### src/rtl/dm_arbiter.sv
// dm_arbiter: two-port data-memory arbiter and access sequencer (grant, access, response).
// Define DM_ARB_ROUND_ROBIN_EN for round-robin contention; default is fixed priority to port 0.
module dm_arbiter #(
    parameter int AW = 32,
    parameter int DW = 32
) (
    input  logic          clk,
    input  logic          reset,
    input  logic          req0,
    input  logic          req1,
    input  logic          we0,
    input  logic          we1,
    input  logic [AW-1:0] addr0,
    input  logic [AW-1:0] addr1,
    input  logic [1:0]    size0,
    input  logic [1:0]    size1,
    input  logic          sext0,
    input  logic          sext1,
    input  logic [DW-1:0] wdata0,
    input  logic [DW-1:0] wdata1,
    output logic          gnt0,
    output logic          gnt1,
    output logic          rvalid0,
    output logic          rvalid1,
    output logic [DW-1:0] rdata0,
    output logic [DW-1:0] rdata1,
    output logic          err0,
    output logic          err1,
    output logic [AW-1:0] mem_addr,
    output logic [3:0]    mem_be,
    output logic          mem_we,
    output logic [DW-1:0] mem_wdata,
    input  logic [DW-1:0] mem_rdata
);
    typedef enum logic [1:0] {IDLE, ACCESS, RESP} state_t;
    state_t state, state_n;
    logic          owner, we_r, sext_r, err_r, mis, acc, can_grant, pick0, rv0, rv1;
    logic [13:0]   addr_r;
    logic [1:0]    size_r;
    logic [DW-1:0] wdata_r, rdata_r, load_v;
    logic [3:0]    be;
    logic [7:0]    lane_b;
    logic [15:0]   lane_h;
    logic          unused_addr;
    assign unused_addr = ^{addr0[AW-1:14], addr1[AW-1:14]};
`ifdef DM_ARB_ROUND_ROBIN_EN
    logic last;
    always_ff @(posedge clk) begin
        if (reset)
            last <= 1'b1;
        else if (gnt0 || gnt1)
            last <= gnt1;
    end
    assign pick0 = last;
`else
    assign pick0 = 1'b1;
`endif
    assign can_grant = !reset && (state == IDLE || state == RESP);
    assign gnt0 = can_grant && req0 && (!req1 || pick0);
    assign gnt1 = can_grant && req1 && !(req0 && pick0);
    always_comb begin
        state_n = IDLE;
        if (state == ACCESS)
            state_n = RESP;
        else if (gnt0 || gnt1)
            state_n = ACCESS;
    end
    // size 3 decodes as word via size_r[1]
    always_comb begin
        be     = size_r[1] ? 4'b1111 : size_r[0] ? (addr_r[1] ? 4'b1100 : 4'b0011) : 4'b0001 << addr_r[1:0];
        mis    = size_r[1] ? |addr_r[1:0] : size_r[0] & addr_r[0];
        lane_b = mem_rdata[8*addr_r[1:0] +: 8];
        lane_h = addr_r[1] ? mem_rdata[31:16] : mem_rdata[15:0];
        load_v = size_r[1] ? mem_rdata :
                 size_r[0] ? {{(DW-16){sext_r & lane_h[15]}}, lane_h} :
                             {{(DW-8){sext_r & lane_b[7]}}, lane_b};
    end
    always_ff @(posedge clk) begin
        if (reset) begin
            state   <= IDLE;
            owner   <= 1'b0;
            we_r    <= 1'b0;
            addr_r  <= '0;
            size_r  <= '0;
            sext_r  <= 1'b0;
            wdata_r <= '0;
            rdata_r <= '0;
            err_r   <= 1'b0;
        end else begin
            state <= state_n;
            if (gnt0 || gnt1) begin
                owner   <= gnt1;
                we_r    <= gnt1 ? we1 : we0;
                addr_r  <= gnt1 ? addr1[13:0] : addr0[13:0];
                size_r  <= gnt1 ? size1 : size0;
                sext_r  <= gnt1 ? sext1 : sext0;
                wdata_r <= gnt1 ? wdata1 : wdata0;
            end
            if (state == ACCESS) begin
                rdata_r <= (we_r || mis) ? '0 : load_v;
                err_r   <= mis;
            end
        end
    end
    assign acc       = state == ACCESS && !reset;
    assign mem_we    = acc && we_r && !mis;
    assign mem_be    = (acc && !mis) ? be : 4'b0000;
    assign mem_addr  = acc ? {{(AW-14){1'b0}}, addr_r[13:2], 2'b00} : '0;
    assign mem_wdata = acc ? wdata_r : '0;
    assign rv0       = state == RESP && !reset && !owner;
    assign rv1       = state == RESP && !reset && owner;
    assign rvalid0   = rv0;
    assign rvalid1   = rv1;
    assign rdata0    = rv0 ? rdata_r : '0;
    assign rdata1    = rv1 ? rdata_r : '0;
    assign err0      = rv0 && err_r;
    assign err1      = rv1 && err_r;
endmodule

### config.mk
export PLATFORM = sky130hd
export DESIGN_NAME = dm_arbiter
export DESIGN_NICKNAME = d
export VERILOG_FILES = /design/src/rtl/dm_arbiter.sv
export SDC_FILE = /design/constraint.sdc
export NUM_CORES = 1
export LEC_CHECK = 0
export BUFFER_PORTS_ARGS = -buffer_cell sky130_fd_sc_hd__buf_4
export CAP_MARGIN = 20
export CORE_AREA = 2 2 119 121
export DETAILED_ROUTE_END_ITERATION = 8
export DIE_AREA = 0 0 121 123
export PLACE_DENSITY = 0.71
export SETUP_SLACK_MARGIN = 0.1
export SLEW_MARGIN = 5
export SYNTH_ARGS = -nofsm -noshare
export SYNTH_HDL_FRONTEND = slang
export SYNTH_SLANG_ARGS = --single-unit
### constraint.sdc
create_clock -name clk -period 1.6 [get_ports clk]
set_input_delay 0.24 -clock clk [delete_from_list [all_inputs] [get_ports clk]]
set_output_delay 0.24 -clock clk [all_outputs]
set_load 0.02 [all_outputs]
==> results of run 1 <==
-- stage by stage --
stage                util  instances  TNS [ns]
CTS                 0.640       1061    -31.51
finish              0.695       1083    -38.59
global placement    0.547       1026     -4.00
detailed placement  0.547       1026     -5.16
floorplan               -        612         0
global route        0.695       1083    -50.67
-- worst max-delay path, delay by kind of cell, from the launching register on --
| kind | cells | cell delay, ns |
|---|---|---|
| and+or+nand+nor | 2 | 0.54 |
| buffers and inverters | 4 | 0.40 |
| DFF | 1 | 0.36 |
-- routing by layer --
metal  share of wire  wire [um]  global-route usage  vias up
met2            0.52       9810               0.406      241
met4           0.026        486              0.0850        0
met3           0.078       1470              0.0660       35
met5               0          0                   0        -
met1            0.37       7000               0.255     2565
li1                -          -                   -     2613
-- cells in the mapped netlist, drive strengths merged (4+ instances only) --
cell	instances	area (um2)
o21ai	18	128
a2bb2oi	8	70.1
dfxtp	86	1720
nand2	33	124
mux2i	60	601
nor3	6	30.0
nor2	77	289
a21oi	14	73.8
buf	44	298
or3	8	50.1
o22ai	8	50.1
clkbuf	28	105
a22o	10	87.6
inv	4	15.0
a211oi	51	383
o31ai	7	52.6
and2	111	694
-- what timing repair did --
action / 4_1_cts / 5_1_grt
pin swaps: 12 / 57
resized for setup: 173 / 110
buffers inserted: 11 / 16
hold endpoints to repair: 0 / 0
endpoints found under the setup margin: 198 / 178
gates cloned: 9 / 8
-- worst paths after layout --
| kind | from | to | slack, ns | cells after the start |
|---|---|---|---|---|
| min reg2reg | rdata_r[30] | rdata_r[30] | 0.47 | 2 |
| min | mem_rdata[18] | rdata_r[18] | 0.17 | 3 |
| max | state[0] | mem_wdata[4] | -0.30 | 6 |
| max reg2reg | state[0] | rdata_r[25] | -0.18 | 9 |
-- final cells by class --
| class | instances | share of cell area |
|---|---|---|
| timing repair buffer | 345 | 0.382 |
| multi-input combinational | 449 | 0.372 |
| timing repair inverter | 1 | 0.000926 |
| clock buffer | 11 | 0.0257 |
| tap | 180 | 0.0238 |
| sequential | 86 | 0.183 |
| clock inverter | 5 | 0.00886 |
| inverter | 6 | 0.00370 |
-- power by group --
part           internal [mW]  switching, mW
Clock                   1.41          0.868
Sequential              2.30          0.115
Combinational          0.889          0.784
-- cell usage in the layout (no fill, tap or decap), drive strengths merged, types with 3 or more instances in the layout --
cell / synthesis / routed
clkbuf: 28 / 18
a2bb2oi: 8 / 8
and2: 111 / 111
conb: 1 / 20
nand2: 33 / 33
or3: 8 / 8
o31ai: 7 / 7
inv: 4 / 5
dfxtp: 86 / 86
nor3: 6 / 6
clkinv: 2 / 3
mux2i: 60 / 60
buf: 44 / 337
a22o: 10 / 10
nor2: 77 / 77
o22ai: 8 / 8
o21ai: 18 / 18
a211oi: 51 / 51
a21oi: 14 / 14
nand2b: 3 / 3
-- logic make-up after synthesis --
logic type                after synthesis  share of synthesized area
buffers and inverters                  78                     0.0864
muxes                                  60                      0.122
xor gates and xnor gates                3                    0.00532
and+or+nand+nor                       244                      0.253
AOI/OAI and AO/OA                     121                      0.184
other                                   1                   0.000760
DFF                                    86                      0.349
-- state kept, by name, summed over array words and instances (netlist names) --
register,flops
addr_r,14
err_r,1
owner,1
rdata_r,32
sext_r,1
size_r,2
state,2
wdata_r,32
we_r,1
==> results.tsv, run 1 <==
metric	value	unit
drt-initial-drc-count	282	
post-route-period-util	1.19	
clock_latency	0.34	ns
die_h	123	um
fin_hold_ws	0.168	ns
required	1.36	ns
num_rows	43	
worstPathCellList	inv_2, or3_4, clkinv_8, clkbuf_16, and2_4, buf_6	
syn_to_final_growth	91.6	%
io_buffers	254	
dieWidth	121	um
path_clk_slew	0.07	ns
cts_tree	yes	
hpwlAfterDp	11800	um
final-seq-area	1730	um2
gp_congestion	0.806	
start_kind	flip-flop	
wl	18800	um
hold_class	input port to flip-flop	
cpMaxStageDelayCell	or3_4	
ys_seq_area_frac	0.349	
grt_usage	0.227	
critPathArrivalTime	1.66	ns
overflow	0	
synth_edf_count	0	
status	complete, but fails checks	
initial_core_util	0.363	
setup_viol	192	
power_density	673	nW/um2
core	13600	um2
cp_slowest_stage_delay	0.41	ns
dieArea	14900	um2
yosysWarnings	0	
grt_max_degree	35	
hold_buffers	0	
setup_ws	-0.297	ns
async_reset_ff_frac	0	
grt_pass1_wl	26000	um
slew_violations	0	
multi_input_area	3520	um2
stdcell_area	9460	um2
hold_viol	0	
rsz0062_at_grt	yes	
netlist_instances	593	
violations	negative setup slack	
synth_area	4940	um2
num_vias	5454	
path_max_fanout	6	
vdd_drop_max	0.577	mV
ant_nets	0	
routed_via_density	5.04	
leakage	4.07	nW
ctsHtreeMaxLevel	3	
syn_area_per_cell	8.33	um2
ys_types	40	
root_buffer	clkbuf_16	
nFillCells	1035	
antenna_found_initial	0	
io_pins	311	
dpl-instance-area	7440	um2
final_nets	1070	
clkSinkCount	86	
clock.fmax	527	MHz
grt_pass1_vias	5022	
skew	0.00681	ns
place_ws	-0.174	ns
min_period	1.90	ns
max-clock-path-buffers	2	
totalPowerFinal	6.37	mW
cts_inserted_buffers	9	
ys.flop_type	dfxtp_1	
synth_seq_cells	86	
critPathKind	flip-flop to output port	
antenna_cells	0	
layout-drive-gt1-share	0.580	
endpoint_kind	output port	
wl_per_cell	17.3	um
drv_cap	0	
dr.pass1.iters	4	
drcViolationCount	0	
(Power assumes the default switching activity.)
==> run 2: changes to the inputs <==
REMOVE_ABC_BUFFERS = 1   (was unset)
==> results.tsv, run 2 (synthesized netlist as in run 1, its figures left out) <==
metric	value	unit	change
status	complete, but fails checks		unchanged
violations	negative setup slack		unchanged
dieWidth	121	um	unchanged
layout_common_cells	168 x buf_4, 126 x buf_6, 82 x and2_4, 82 x dfxtp_1, 75 x nor2_1		was 178 x buf_4, 126 x buf_6, 83 x dfxtp_1
wl	19400	um	was 18800 um
mostFrequentLayoutCell	buf_4		unchanged
grt_pass1_wl	26400	um	was 26000 um
num_rows	43		unchanged
min_period	1.92	ns	was 1.90 ns
cts_inserted_buffers	9		unchanged
skew	0.00736	ns	was 0.00681 ns
initial_core_util	0.363		unchanged
cpMaxStageDelayCell	dfxtp_4		was or3_4
path_max_fanout	8		was 6
routed_via_density	5.10		was 5.04
io_pins	311		unchanged
hold_class	input port to flip-flop		unchanged
vdd_drop_max	0.533	mV	was 0.577 mV
reg_top3	rdata_r: 32 flops, wdata_r: 32 flops, addr_r: 14 flops		unchanged
clock.fmax	522	MHz	was 527 MHz
max-clock-path-buffers	2		unchanged
drcViolationCount	0		unchanged
ant_nets	0		unchanged
hpwlAfterDp	12000	um	was 11800 um
setup_ws	-0.317	ns	was -0.297 ns
antenna_cells	0		unchanged
core	13600	um2	unchanged
path_clk_slew	0.07	ns	about the same
die_h	123	um	unchanged
stdcell_area	9180	um2	was 9460 um2
drt-initial-drc-count	383		was 282
cp_slowest_stage_delay	0.35	ns	was 0.41 ns
post-route-period-util	1.20		was 1.19
antenna_found_initial	0		unchanged
num_vias	5420		was 5454
power_density	688	nW/um2	was 673 nW/um2
finalSetupTns	-35.10	ns	was -38.59 ns
cpMostUsedCell	buf_6		
overflow	0		unchanged
slew_violations	0		unchanged
syn_to_final_growth	86.0	%	was 91.6%
root_buffer	clkbuf_16		unchanged
critPathArrivalTime	1.68	ns	was 1.66 ns
gp_congestion	0.809		was 0.806
dieArea	14900	um2	unchanged
hold_viol	0		unchanged
nFillCells	1063		was 1035
leakage	3.92	nW	was 4.07 nW
dpl-instance-area	7220	um2	was 7440 um2
drv_cap	0		unchanged
setup_viol	181		was 192
layout-drive-gt1-share	0.567		was 0.580
clock_latency	0.35	ns	was 0.34 ns
rsz0062_at_grt	yes		unchanged
endpoint_kind	output port		unchanged
grt_pass1_vias	5087		was 5022
clkSinkCount	86		unchanged
grt_usage	0.229		was 0.227
critPathKind	flip-flop to output port		unchanged
cts_tree	yes		unchanged
final_nets	1049		was 1070
required	1.36	ns	about the same
worstPathCellList	buf_4, nor4_4, buf_6, clkbuf_16, and2_1, buf_6		was inv_2, or3_4, clkinv_8, clkbuf_16, and2_4, buf_6
start_kind	flip-flop		unchanged
ctsHtreeMaxLevel	3		unchanged
dr.pass1.iters	4		unchanged
io_buffers	254		unchanged
grt_max_degree	45		was 35
wl_per_cell	18.3	um	was 17.3 um
[run 2: final timing paths]
check / startpoint / end / slack (ns) / cells after the start
hold reg to reg: rdata_r[24] / rdata_r[24] / 0.48 / 2
hold / removal: req0 / owner / 0.12 / 2
setup / recovery: state[0] / rdata0[1] / -0.32 / 6
setup reg to reg: state[0] / rdata_r[16] / -0.21 / 10
[run 2: worst max-delay path, delay by kind of cell (launching register included)]
kind | cells | cell delay (ns)
DFF | 1 | 0.35
buffers and inverters | 4 | 0.66
and+or+nand+nor | 2 | 0.30
[run 2: metal layers]
metal,wire (um),global-route usage,vias to the layer above
li1,-,-,2569
met1,7200,0.260,2570
met2,10000,0.404,240
met3,1640,0.0733,41
met4,573,0.0836,0
met5,0,0,-
[run 2: power by group]
part           total (mW)  internal [mW]  switching [mW]
sequential           2.42           2.30           0.119
combinational        1.58          0.812           0.770
clock                2.31           1.37           0.943
total                6.31           4.48            1.83
[run 2: stage by stage]
stage	worst slack [ns]	total power, mW	hold slack (ns)	instances	util
floorplan	-7.61	3.06	0.313	540	-
global placement	-0.0589	3.66	0.443	1018	0.530
detailed placement	-0.0440	3.69	0.454	1018	0.530
CTS	-0.280	6.13	0.106	1052	0.616
global route	-0.347	6.57	0.130	1062	0.675
finish	-0.317	6.31	0.117	1062	0.675
[run 2: cell type report]
| class | count | area (um2) | area share |
|---|---|---|---|
| clock inverter | 7 | 98.8 | 0.0108 |
| timing repair buffer | 326 | 3380 | 0.368 |
| sequential | 86 | 1730 | 0.188 |
| tap | 180 | 225 | 0.0245 |
| multi-input combinational | 448 | 3490 | 0.380 |
| inverter | 6 | 35.0 | 0.00381 |
| clock buffer | 9 | 225 | 0.0245 |
[run 2: what timing repair did]
item,4_1_cts,5_1_grt
pin swaps,16,53
buffers inserted,12,7
cloned,6,7
resized for setup,147,179
hold buffers,0,0
setup endpoints to repair,191,201
